==> src/rtl/pc_fetch_ctrl.sv <==
// rtl/pc_fetch_ctrl.sv - MIPS IF-stage program counter with next-PC selection and debug counters
// Optional breakpoint support is enabled by defining PC_BREAKPOINT_EN.
module pc_fetch_ctrl #(
  parameter int len       = 32,
  parameter int MEM_DEPTH = 256,
  parameter int RST_PC    = 0
) (
  input  logic           i_clk,
  input  logic           i_rst_n,
  input  logic           i_enable,
  input  logic           i_stall,
  input  logic [len-1:0] i_pc_adder,
  input  logic           i_branch_taken,
  input  logic [len-1:0] i_branch_target,
  input  logic           i_jump,
  input  logic [len-1:0] i_jump_target,
  input  logic           i_halt_detect,
  output logic [len-1:0] o_pc,
  output logic           o_pc_cte,
  output logic           o_flush,
  output logic           o_instr_valid,
  output logic           o_halted,
  output logic [len-1:0] o_cycle_count,
  output logic [len-1:0] o_fetch_count
`ifdef PC_BREAKPOINT_EN
  ,
  input  logic [len-1:0] i_bp_addr,
  input  logic           i_bp_valid,
  input  logic           i_resume,
  output logic           o_break
`endif
);

  localparam logic [len-1:0] PC_MASK = len'(MEM_DEPTH - 1);
  localparam logic [len-1:0] PC_INIT = len'(RST_PC);

  typedef enum logic [1:0] {
    S_IDLE  = 2'd0,
    S_RUN   = 2'd1,
    S_HALT  = 2'd2
`ifdef PC_BREAKPOINT_EN
    ,
    S_BREAK = 2'd3
`endif
  } state_t;

  state_t         r_state;
  state_t         w_state_nxt;
  logic [len-1:0] r_pc;
  logic [len-1:0] w_pc_nxt;
  logic           r_flush;
  logic           w_flush_nxt;
  logic [len-1:0] r_cycle_count;
  logic [len-1:0] w_cycle_nxt;
  logic [len-1:0] r_fetch_count;
  logic [len-1:0] w_fetch_nxt;
  logic [len-1:0] w_target;
  logic           w_load;
  logic           w_redirect;
  logic           w_run_en;

  assign w_redirect = i_branch_taken | i_jump;
  assign w_run_en   = (r_state == S_RUN) && i_enable;

  always_ff @(posedge i_clk or negedge i_rst_n) begin
    if (!i_rst_n) begin
      r_state       <= S_IDLE;
      r_pc          <= PC_INIT;
      r_flush       <= 1'b0;
      r_cycle_count <= '0;
      r_fetch_count <= '0;
    end else begin
      r_state       <= w_state_nxt;
      r_pc          <= w_pc_nxt;
      r_flush       <= w_flush_nxt;
      r_cycle_count <= w_cycle_nxt;
      r_fetch_count <= w_fetch_nxt;
    end
  end

  always_comb begin
    w_state_nxt   = r_state;
    w_pc_nxt      = r_pc;
    w_flush_nxt   = r_flush;
    w_cycle_nxt   = r_cycle_count;
    w_fetch_nxt   = r_fetch_count;
    w_target      = i_pc_adder;
    w_load        = 1'b0;
    o_pc_cte      = w_run_en;
    o_instr_valid = w_run_en && !i_stall && !w_redirect;
    case (r_state)
      S_IDLE: begin
        if (i_enable) w_state_nxt = S_RUN;
      end
      S_RUN: begin
        if (i_enable) begin
          w_flush_nxt = w_redirect;
          w_cycle_nxt = (r_cycle_count == '1) ? r_cycle_count : r_cycle_count + 1'b1;
          // A redirect beats stall and halt: anything younger is on the wrong path.
          if (i_branch_taken) begin
            w_target = i_branch_target;
            w_load   = 1'b1;
          end else if (i_jump) begin
            w_target = i_jump_target;
            w_load   = 1'b1;
          end else if (i_stall) begin
            w_load   = 1'b0;
          end else if (i_halt_detect) begin
            w_state_nxt = S_HALT;
          end else begin
            w_target = i_pc_adder;
            w_load   = 1'b1;
          end
          if (w_load) begin
            w_pc_nxt    = w_target & PC_MASK;
            w_fetch_nxt = (r_fetch_count == '1) ? r_fetch_count : r_fetch_count + 1'b1;
`ifdef PC_BREAKPOINT_EN
            // Skip when already parked on the address so a resume does not re-trigger.
            if (i_bp_valid && ((w_target & PC_MASK) == i_bp_addr) && (r_pc != i_bp_addr))
              w_state_nxt = S_BREAK;
`endif
          end
        end
      end
`ifdef PC_BREAKPOINT_EN
      S_BREAK: begin
        w_flush_nxt = 1'b0;
        if (i_enable && i_resume) w_state_nxt = S_RUN;
      end
`endif
      default: begin
        w_state_nxt = r_state;
      end
    endcase
  end

  assign o_pc          = r_pc;
  assign o_flush       = r_flush;
  assign o_halted      = (r_state == S_HALT);
  assign o_cycle_count = r_cycle_count;
  assign o_fetch_count = r_fetch_count;
`ifdef PC_BREAKPOINT_EN
  assign o_break       = (r_state == S_BREAK);
`endif

endmodule
==> config.mk <==
export PLATFORM = sky130hd
export DESIGN_NAME = pc_fetch_ctrl
export DESIGN_NICKNAME = d
export VERILOG_FILES = /design/src/rtl/pc_fetch_ctrl.sv
export SDC_FILE = /design/constraint.sdc
export NUM_CORES = 1
export LEC_CHECK = 0
export CORE_MARGIN = 2
export CORE_UTILIZATION = 30
export CTS_BUF_LIST = sky130_fd_sc_hd__clkbuf_8 sky130_fd_sc_hd__clkbuf_16
export DETAILED_ROUTE_END_ITERATION = 16
export PLACE_DENSITY_LB_ADDON = 0.1
export SYNTH_ARGS = -nofsm -noshare
export SYNTH_HDL_FRONTEND = slang
export SYNTH_SLANG_ARGS = --single-unit
export TNS_END_PERCENT = 1
==> constraint.sdc <==
create_clock -name i_clk -period 3.95 [get_ports i_clk]
set_input_delay 0.5925 -clock i_clk [delete_from_list [all_inputs] [get_ports i_clk]]
set_output_delay 0.5925 -clock i_clk [all_outputs]
set_load 0.1 [all_outputs]
==> results of run 1 <==
cell usage in the layout, fill, tap and decap left out, types with 4 or more instances in the layout:
cell type and instances:
clkdlybuf4s50_1 103, dfrtp_1 75, xnor2_1 38, nand2_1 31
nand3_1 30, nor2_1 30, conb_1 24, xor2_1 21
nand4_1 18, nor3_1 15, and3_1 13, a21oi_1 12
inv_1 9, o21ai_0 9, clkbuf_16 9, mux2i_1 8
buf_4 7, nor4_1 5, a31oi_1 4
state kept, by name (all words and copies together), names as in the netlist:
register,count
o_fetch_count,32
r_state,2
o_pc,8
o_flush,1
o_cycle_count,32
cell usage after synthesis, types with 3 or more instances:
cell type | count | share of area
dfrtp_1 | 75 | 0.49
xnor2_1 | 38 | 0.087
nand2_1 | 31 | 0.030
nand3_1 | 30 | 0.039
nor2_1 | 30 | 0.029
buf_4 | 25 | 0.049
xor2_1 | 21 | 0.048
nand4_1 | 18 | 0.029
nor3_1 | 15 | 0.020
and3_1 | 13 | 0.021
a21oi_1 | 12 | 0.016
o21ai_0 | 10 | 0.013
inv_1 | 8 | 0.0079
mux2i_1 | 8 | 0.021
clkbuf_1 | 5 | 0.0049
nor4_1 | 5 | 0.0082
a31oi_1 | 4 | 0.0066
buf_2 | 4 | 0.0052
and4_1 | 3 | 0.0069
mux2_2 | 3 | 0.0088
nand2b_1 | 3 | 0.0049
nor3b_1 | 3 | 0.0059
worst register-to-register path: cells and delay by family, from the launching register on:
family	cells	cell delay (ns)
flops	1	0.43
simple gates	4	0.98
fa+ha+maj	1	0.19
buf+inv	1	0.23
mux	1	0.33
worst min-delay path by stage:
| stage | start | endpoint | slack [ns] |
|---|---|---|---|
| finish | i_rst_n | o_cycle_count[18] | 0.41 |
| global route | i_rst_n | o_cycle_count[18] | 0.49 |
| CTS | i_rst_n | o_cycle_count[18] | 0.45 |
| detailed placement | o_pc[6] | o_pc[6] | 0.47 |
| global placement | r_state[1] | r_state[1] | 0.46 |
| floorplan | i_rst_n | o_cycle_count[0] | 0.30 |
kinds of logic after synthesis:
| logic type | after synthesis |
|---|---|
| and+or+nand+nor | 162 |
| DFF | 75 |
| xor gates and xnor gates | 59 |
| buffers and inverters | 43 |
| AOI/OAI and AO/OA | 31 |
| muxes | 11 |
| adders and majority gates | 2 |
| other | 1 |
power by group through the flow:
stage | Clock, W | Sequential (W) | Combinational (W)
after global placement | 0 | 0.000782 | 0.000163
after detailed placement | 0 | 0.000782 | 0.000163
after floorplan | 0 | 0.000783 | 0.000134
after global routing | 0.000837 | 0.000768 | 0.000172
final | 0.000768 | 0.000769 | 0.000161
after CTS | 0.000803 | 0.000768 | 0.000163
stage by stage:
step / util / total power [W]
after floorplan: - / 0.000916
after global routing: 0.420 / 0.00178
after CTS: 0.420 / 0.00173
after detailed placement: 0.397 / 0.000945
final: 0.420 / 0.00170
after global placement: 0.397 / 0.000945
metal layers:
layer | share of wire | global-route usage | up-vias
met2 | 0.49 | 0.227 | 73
li1 | - | - | 1509
met5 | 0 | 0 | -
met1 | 0.44 | 0.174 | 1444
met3 | 0.057 | 0.0561 | 11
met4 | 0.017 | 0.0502 | 0
layout make-up:
cell class / instances / area [um2]
well taps: 172 / 215
clock inverters: 3 / 13.8
fillers: 1281 / 7260
clock buffers: 12 / 267
inverters: 8 / 30.0
multi-input cells: 289 / 1770
repair buffers: 110 / 1080
flip-flops and latches: 75 / 1880
==> summary.md, run 1 <==
| Metric | Value |
|---|---|
| Post-synth EDFFs | `0` |
| Outcome | `completed` |
| Hold-fix buffers, CTS | `0` |
| Final instance area | `0.00525 mm2` |
| Syn Inst Count | `384` |
| Worst relative slew slack | `0.319` |
| Post-route setup TNS | `0 ns` |
| Worst hold path class | `input pin to async pin` |
| Starting Density | `0.305` |
| ANT nets after route | `0` |
| Pre-CTS WS | `0.936 ns` |
| Ports | `203` |
| CTS resizes | `0` |
| Peak VDD IR | `270 uV` |
| Compound-cell area share of the yosys netlist | `0.0475` |
| Reg-to-reg setup timing slack | `1.68 ns` |
| Min Tclk post-route | `2.90 ns` |
| Ant. Diodes | `0` |
| Synthesis-to-layout area growth | `37.6%` |
| Flop pwr share | `0.453` |
| Mux cell area share after synthesis | `0.0298` |
| Reg clk slew, reported paths | `0.06 ns` |
| Slowest CP cell | `clkdlybuf4s50_1` |
| Adder-cell share of the synthesized area | `0.00656` |
| Final setup fails | `0` |
| Crit path from | `i_branch_taken` |
| Via count | `3037` |
| Worst setup SP type | `input pin` |
| RSZ-0062 raised after global routing | `false` |
| Seq cells post-synth | `75` |
| CTS Buf Count | `9` |
| CTS tree | `yes` |
| CTS root buf | `clkbuf_16` |
| Fmax | `345 MHz` |
| Pint | `0.00127 W` |
| Reg2Reg Launch Point | `o_cycle_count[0]` |
| Comb pwr share | `0.095` |
| Post-DP HPWL | `6.57 mm` |
| Reg-to-reg endpoint | `o_cycle_count[1]` |
| Drt via density | `4.54` |
| Vias in the first global route | `2909` |
| Top delay family on crit path | `buffers and inverters` |
| Ys flop type | `dfrtp_1` |
| WL final | `9.15 mm` |
| CP peak stage delay | `0.70 ns` |
| Mean Syn Cell Area | `9.94 um2` |
| Share of flip-flops with an asynchronous set or reset | `1.00` |
| Setup CP Type | `input pin to primary output` |
| DRC Markers | `0` |
| Crit-path max FO | `17` |
| Tot GR Track Use | `0.142` |
| Routed WL per cell | `13.7 um` |
| Fin worst setup slack | `1.05 ns` |
| CP endpoint | `o_instr_valid` |
| Drt pass-1 iters | `4` |
| Final hold vios | `0` |
| Simple-gate share of the synthesized area | `0.220` |
| Clock group share of total power | `0.452` |
| Worst Tran Pin Value | `1.02 ns` |
| Static Leak | `2.29 nW` |
| Die Area | `0.0136 mm2` |
| CP Depth | `4` |
| Yosys warning count | `0` |
| CTS H-tree lvls | `3` |
| Post-synth cell types | `37` |
| Initial antenna violation count | `0` |
| Power density over the cells | `323 mW/mm2` |
| Max cap viols | `0` |
| Crit-path cells | `clkdlybuf4s50_1 > or2_2 > nor3_1 > buf_4` |
| Post-DP Area | `0.00497 mm2` |
| Final std cells w/o fill | `669` |
| Die height | `117 um` |
| Setup Skew | `0.00605 ns` |
| Layout cells sized above 1 | `0.0604` |
| Core area | `0.0125 mm2` |
| WP buf/inv | `2` |
| Drt first-iter violations | `124` |
| DP Cell Count | `654` |
| Worst Path Required | `3.36 ns` |
| Main combinational cell family by area after synthesis | `simple AND/OR/NAND/NOR gates` |
| Clk Latency, worst-skew pair | `0.34 ns` |
| Switching power | `0.000428 W` |
| CTS sink cnt | `75` |
| First-pass GRT wire length | `14.9 mm` |
| Arr. time, crit path | `2.31 ns` |
| Cell Area, Synth | `0.00382 mm2` |
| Post-CTS Setup Repair Bufs | `0` |
| Pin count of the biggest net entering global routing | `76` |
| Xor/xnor share of the synthesized area | `0.135` |
| Tcrit/Tclk final | `0.734` |
| Max Slew Vio Count | `0` |
| Sequential area share after synthesis | `0.492` |
| Max Root-Sink Buffers | `2` |
| Grt ovf | `0` |
| Hold WS | `0.405 ns` |
| # rows | `41` |
| Die X | `117 um` |
| Endpoint class of the critical path | `primary output` |
| Switching share of power | `0.252` |
| R2R depth | `7` |
| # nets final | `598` |
| Gp weighted congestion | `0.765` |
| IO Port Bufs | `106` |
(Power assumes the default switching activity.)
==> inputs of run 2 (changes only) <==
==> constraint.sdc (replaced) <==
create_clock -name i_clk -period 2.95 [get_ports i_clk]
set_input_delay 0.4425 -clock i_clk [delete_from_list [all_inputs] [get_ports i_clk]]
set_output_delay 0.4425 -clock i_clk [all_outputs]
set_load 0.1 [all_outputs]
==> run 2 against run 1 <==
  * Clock power up 30%
  * Combinational power grew 35%
  * Final cell count grew 1.3%
  * Power grew 33%
  * Global-route usage is 0.14 points higher
  * Flip-flop and latch count unchanged
  * Sequential power up 34%
  * Worst setup slack worse by 0.39 ns
  * Via count down 0.23%
  * Clock skew is 0.0011 ns lower
  * Die area did not move
  * First-iteration DRC count shrank 18%
==> summary.md, run 2 (synthesis gave the netlist of run 1 again) <==
| Metric | Value |
|---|---|
| Outcome | `completed` |
| CTS H-tree lvls | `3` |
| Top delay family on crit path | `simple AND/OR/NAND/NOR gates` |
| Arr. time, crit path | `2.51 ns` |
| Worst Path Required | `3.17 ns` |
| Clock group share of total power | `0.446` |
| First-pass GRT wire length | `15.1 mm` |
| Crit-path max FO | `13` |
| Most frequent cells in the layout | `buf_4, dfrtp_1, xnor2_1` |
| CP peak stage delay | `0.59 ns` |
| Synthesis-to-layout area growth | `34.9%` |
| Pre-CTS WS | `0.531 ns` |
| Pint | `0.00168 W` |
| Tcrit/Tclk final | `0.777` |
| Fillers | `1272` |
| Fmax | `436 MHz` |
| Min Tclk post-route | `2.29 ns` |
| RSZ-0062 raised after global routing | `false` |
| Peak VDD IR | `372 uV` |
| Power density over the cells | `437 mW/mm2` |
| Switching power | `0.000574 W` |
| Core area | `0.0125 mm2` |
| Drt first-iter violations | `102` |
| Final setup fails | `0` |
| Worst setup SP type | `flip-flop` |
| Gp weighted congestion | `0.779` |
| # rows | `41` |
| Hold-fix buffers, CTS | `0` |
| Post-DP Area | `0.00488 mm2` |
| Grt ovf | `0` |
| Ports | `203` |
| Die X | `117 um` |
| Final instance area | `0.00515 mm2` |
| # nets final | `606` |
| ANT nets after route | `0` |
| Fin worst setup slack | `0.659 ns` |
| Max cap viols | `0` |
| Switching share of power | `0.255` |
| Endpoint class of the critical path | `flip-flop` |
| Die Area | `0.0136 mm2` |
| DRC Markers | `0` |
| Flop pwr share | `0.457` |
| Starting Density | `0.305` |
| WL final | `9.15 mm` |
| Die height | `117 um` |
| Static Leak | `2.48 nW` |
| Clk Latency, worst-skew pair | `0.33 ns` |
| Pin count of the biggest net entering global routing | `76` |
| Crit-path cells | `ha_1 > nand3_1 > nor3_1 > nand4_1 > buf_4 > nand2_1 > mux2_2` |
| Worst Tran Pin Value | `0.971 ns` |
| Routed WL per cell | `13.5 um` |
| IO Port Bufs | `106` |
| Post-DP HPWL | `6.67 mm` |
| Drt pass-1 iters | `4` |
| Final hold vios | `0` |
| Ant. Diodes | `0` |
| CTS resizes | `0` |
| Worst hold path class | `input pin to async pin` |
| Setup CP Type | `flip-flop to flip-flop` |
| Vias in the first global route | `2962` |
| Max Root-Sink Buffers | `2` |
| CTS sink cnt | `75` |
| CTS root buf | `clkbuf_16` |
| Setup Skew | `0.00495 ns` |
| Via count | `3030` |
| Worst relative slew slack | `0.352` |
| Post-route setup TNS | `0 ns` |
| Comb pwr share | `0.097` |
| Tot GR Track Use | `0.143` |
| WP buf/inv | `1` |
| Max Slew Vio Count | `0` |
| Reg clk slew, reported paths | `0.06 ns` |
| Slowest CP cell | `nor3_1` |
| CTS Buf Count | `9` |
| CTS tree | `yes` |
| Post-CTS Setup Repair Bufs | `0` |
| Most common cell after layout, fill and taps aside | `buf_4` |
| Layout cells sized above 1 | `0.221` |
| Initial antenna violation count | `0` |
| Drt via density | `4.47` |
## run 2: changes by cell type in the layout (fill, tap and decap cells not counted)
cell             change
buf_4               +80
clkbuf_8             -1
nor3_1               -1
inv_1                +2
nor3_2               +1
clkdlybuf4s50_1     -74
buf_12               +2
## run 2: power by group through the flow
| stage | registers (W) | logic, W | clock network [W] |
|---|---|---|---|
| after floorplan | 0.00105 | 0.000179 | 0 |
| after global placement | 0.00105 | 0.000220 | 0 |
| after detailed placement | 0.00105 | 0.000221 | 0 |
| after CTS | 0.00103 | 0.000221 | 0.00105 |
| after global routing | 0.00103 | 0.000233 | 0.00110 |
| final | 0.00103 | 0.000218 | 0.00100 |
## run 2: routing by layer
metal  up-vias  wire length [um]  global-route usage
met5         -                 0                   0
met4         0                93              0.0384
met3         6               495              0.0536
met2        64              4570               0.237
met1      1444              3990               0.177
li1       1516                 -                   -
## run 2: layout make-up
class                           instances  area (um2)  share of cell area
Timing Repair Buffer                  118         983               0.191
Sequential cell                        75        1880               0.364
Tap cell                              172         215              0.0418
Inverter                                8        30.0             0.00583
Multi-Input combinational cell        289        1770               0.344
Clock buffer                           11         253              0.0491
Clock inverter                          5        21.3             0.00413
## run 2: worst register-to-register path: stages (launching register included)
cell and delay, ns:
dfrtp_1 0.44, ha_1 0.20, nand3_1 0.10, nor3_1 0.59
nand4_1 0.16, buf_4 0.23, nand2_1 0.12, mux2_2 0.34
## run 2: final timing paths
path                                       start                end  slack, ns  cells after the start
worst min-delay path                     i_rst_n  o_cycle_count[18]       0.24                      1
worst max register to register  o_cycle_count[0]   o_cycle_count[1]       0.66                      7
worst min register to register        r_state[1]         r_state[1]       0.47                      2
max in group asynchronous                i_rst_n  o_cycle_count[10]       2.06                      1
worst max-delay path            o_cycle_count[0]   o_cycle_count[1]       0.66                      7
min in group i_clk                    r_state[1]         r_state[1]       0.47                      2
## run 2: through the flow
stage | instances | utilization | hold WS (ns) | total power (W)
final | 678 | 0.412 | 0.241 | 0.00225
after global routing | 678 | 0.412 | 0.363 | 0.00236
after CTS | 678 | 0.412 | 0.304 | 0.00230
after detailed placement | 662 | 0.390 | 0.459 | 0.00127
after global placement | 662 | 0.390 | 0.456 | 0.00127
after floorplan | 407 | - | 0.147 | 0.00123
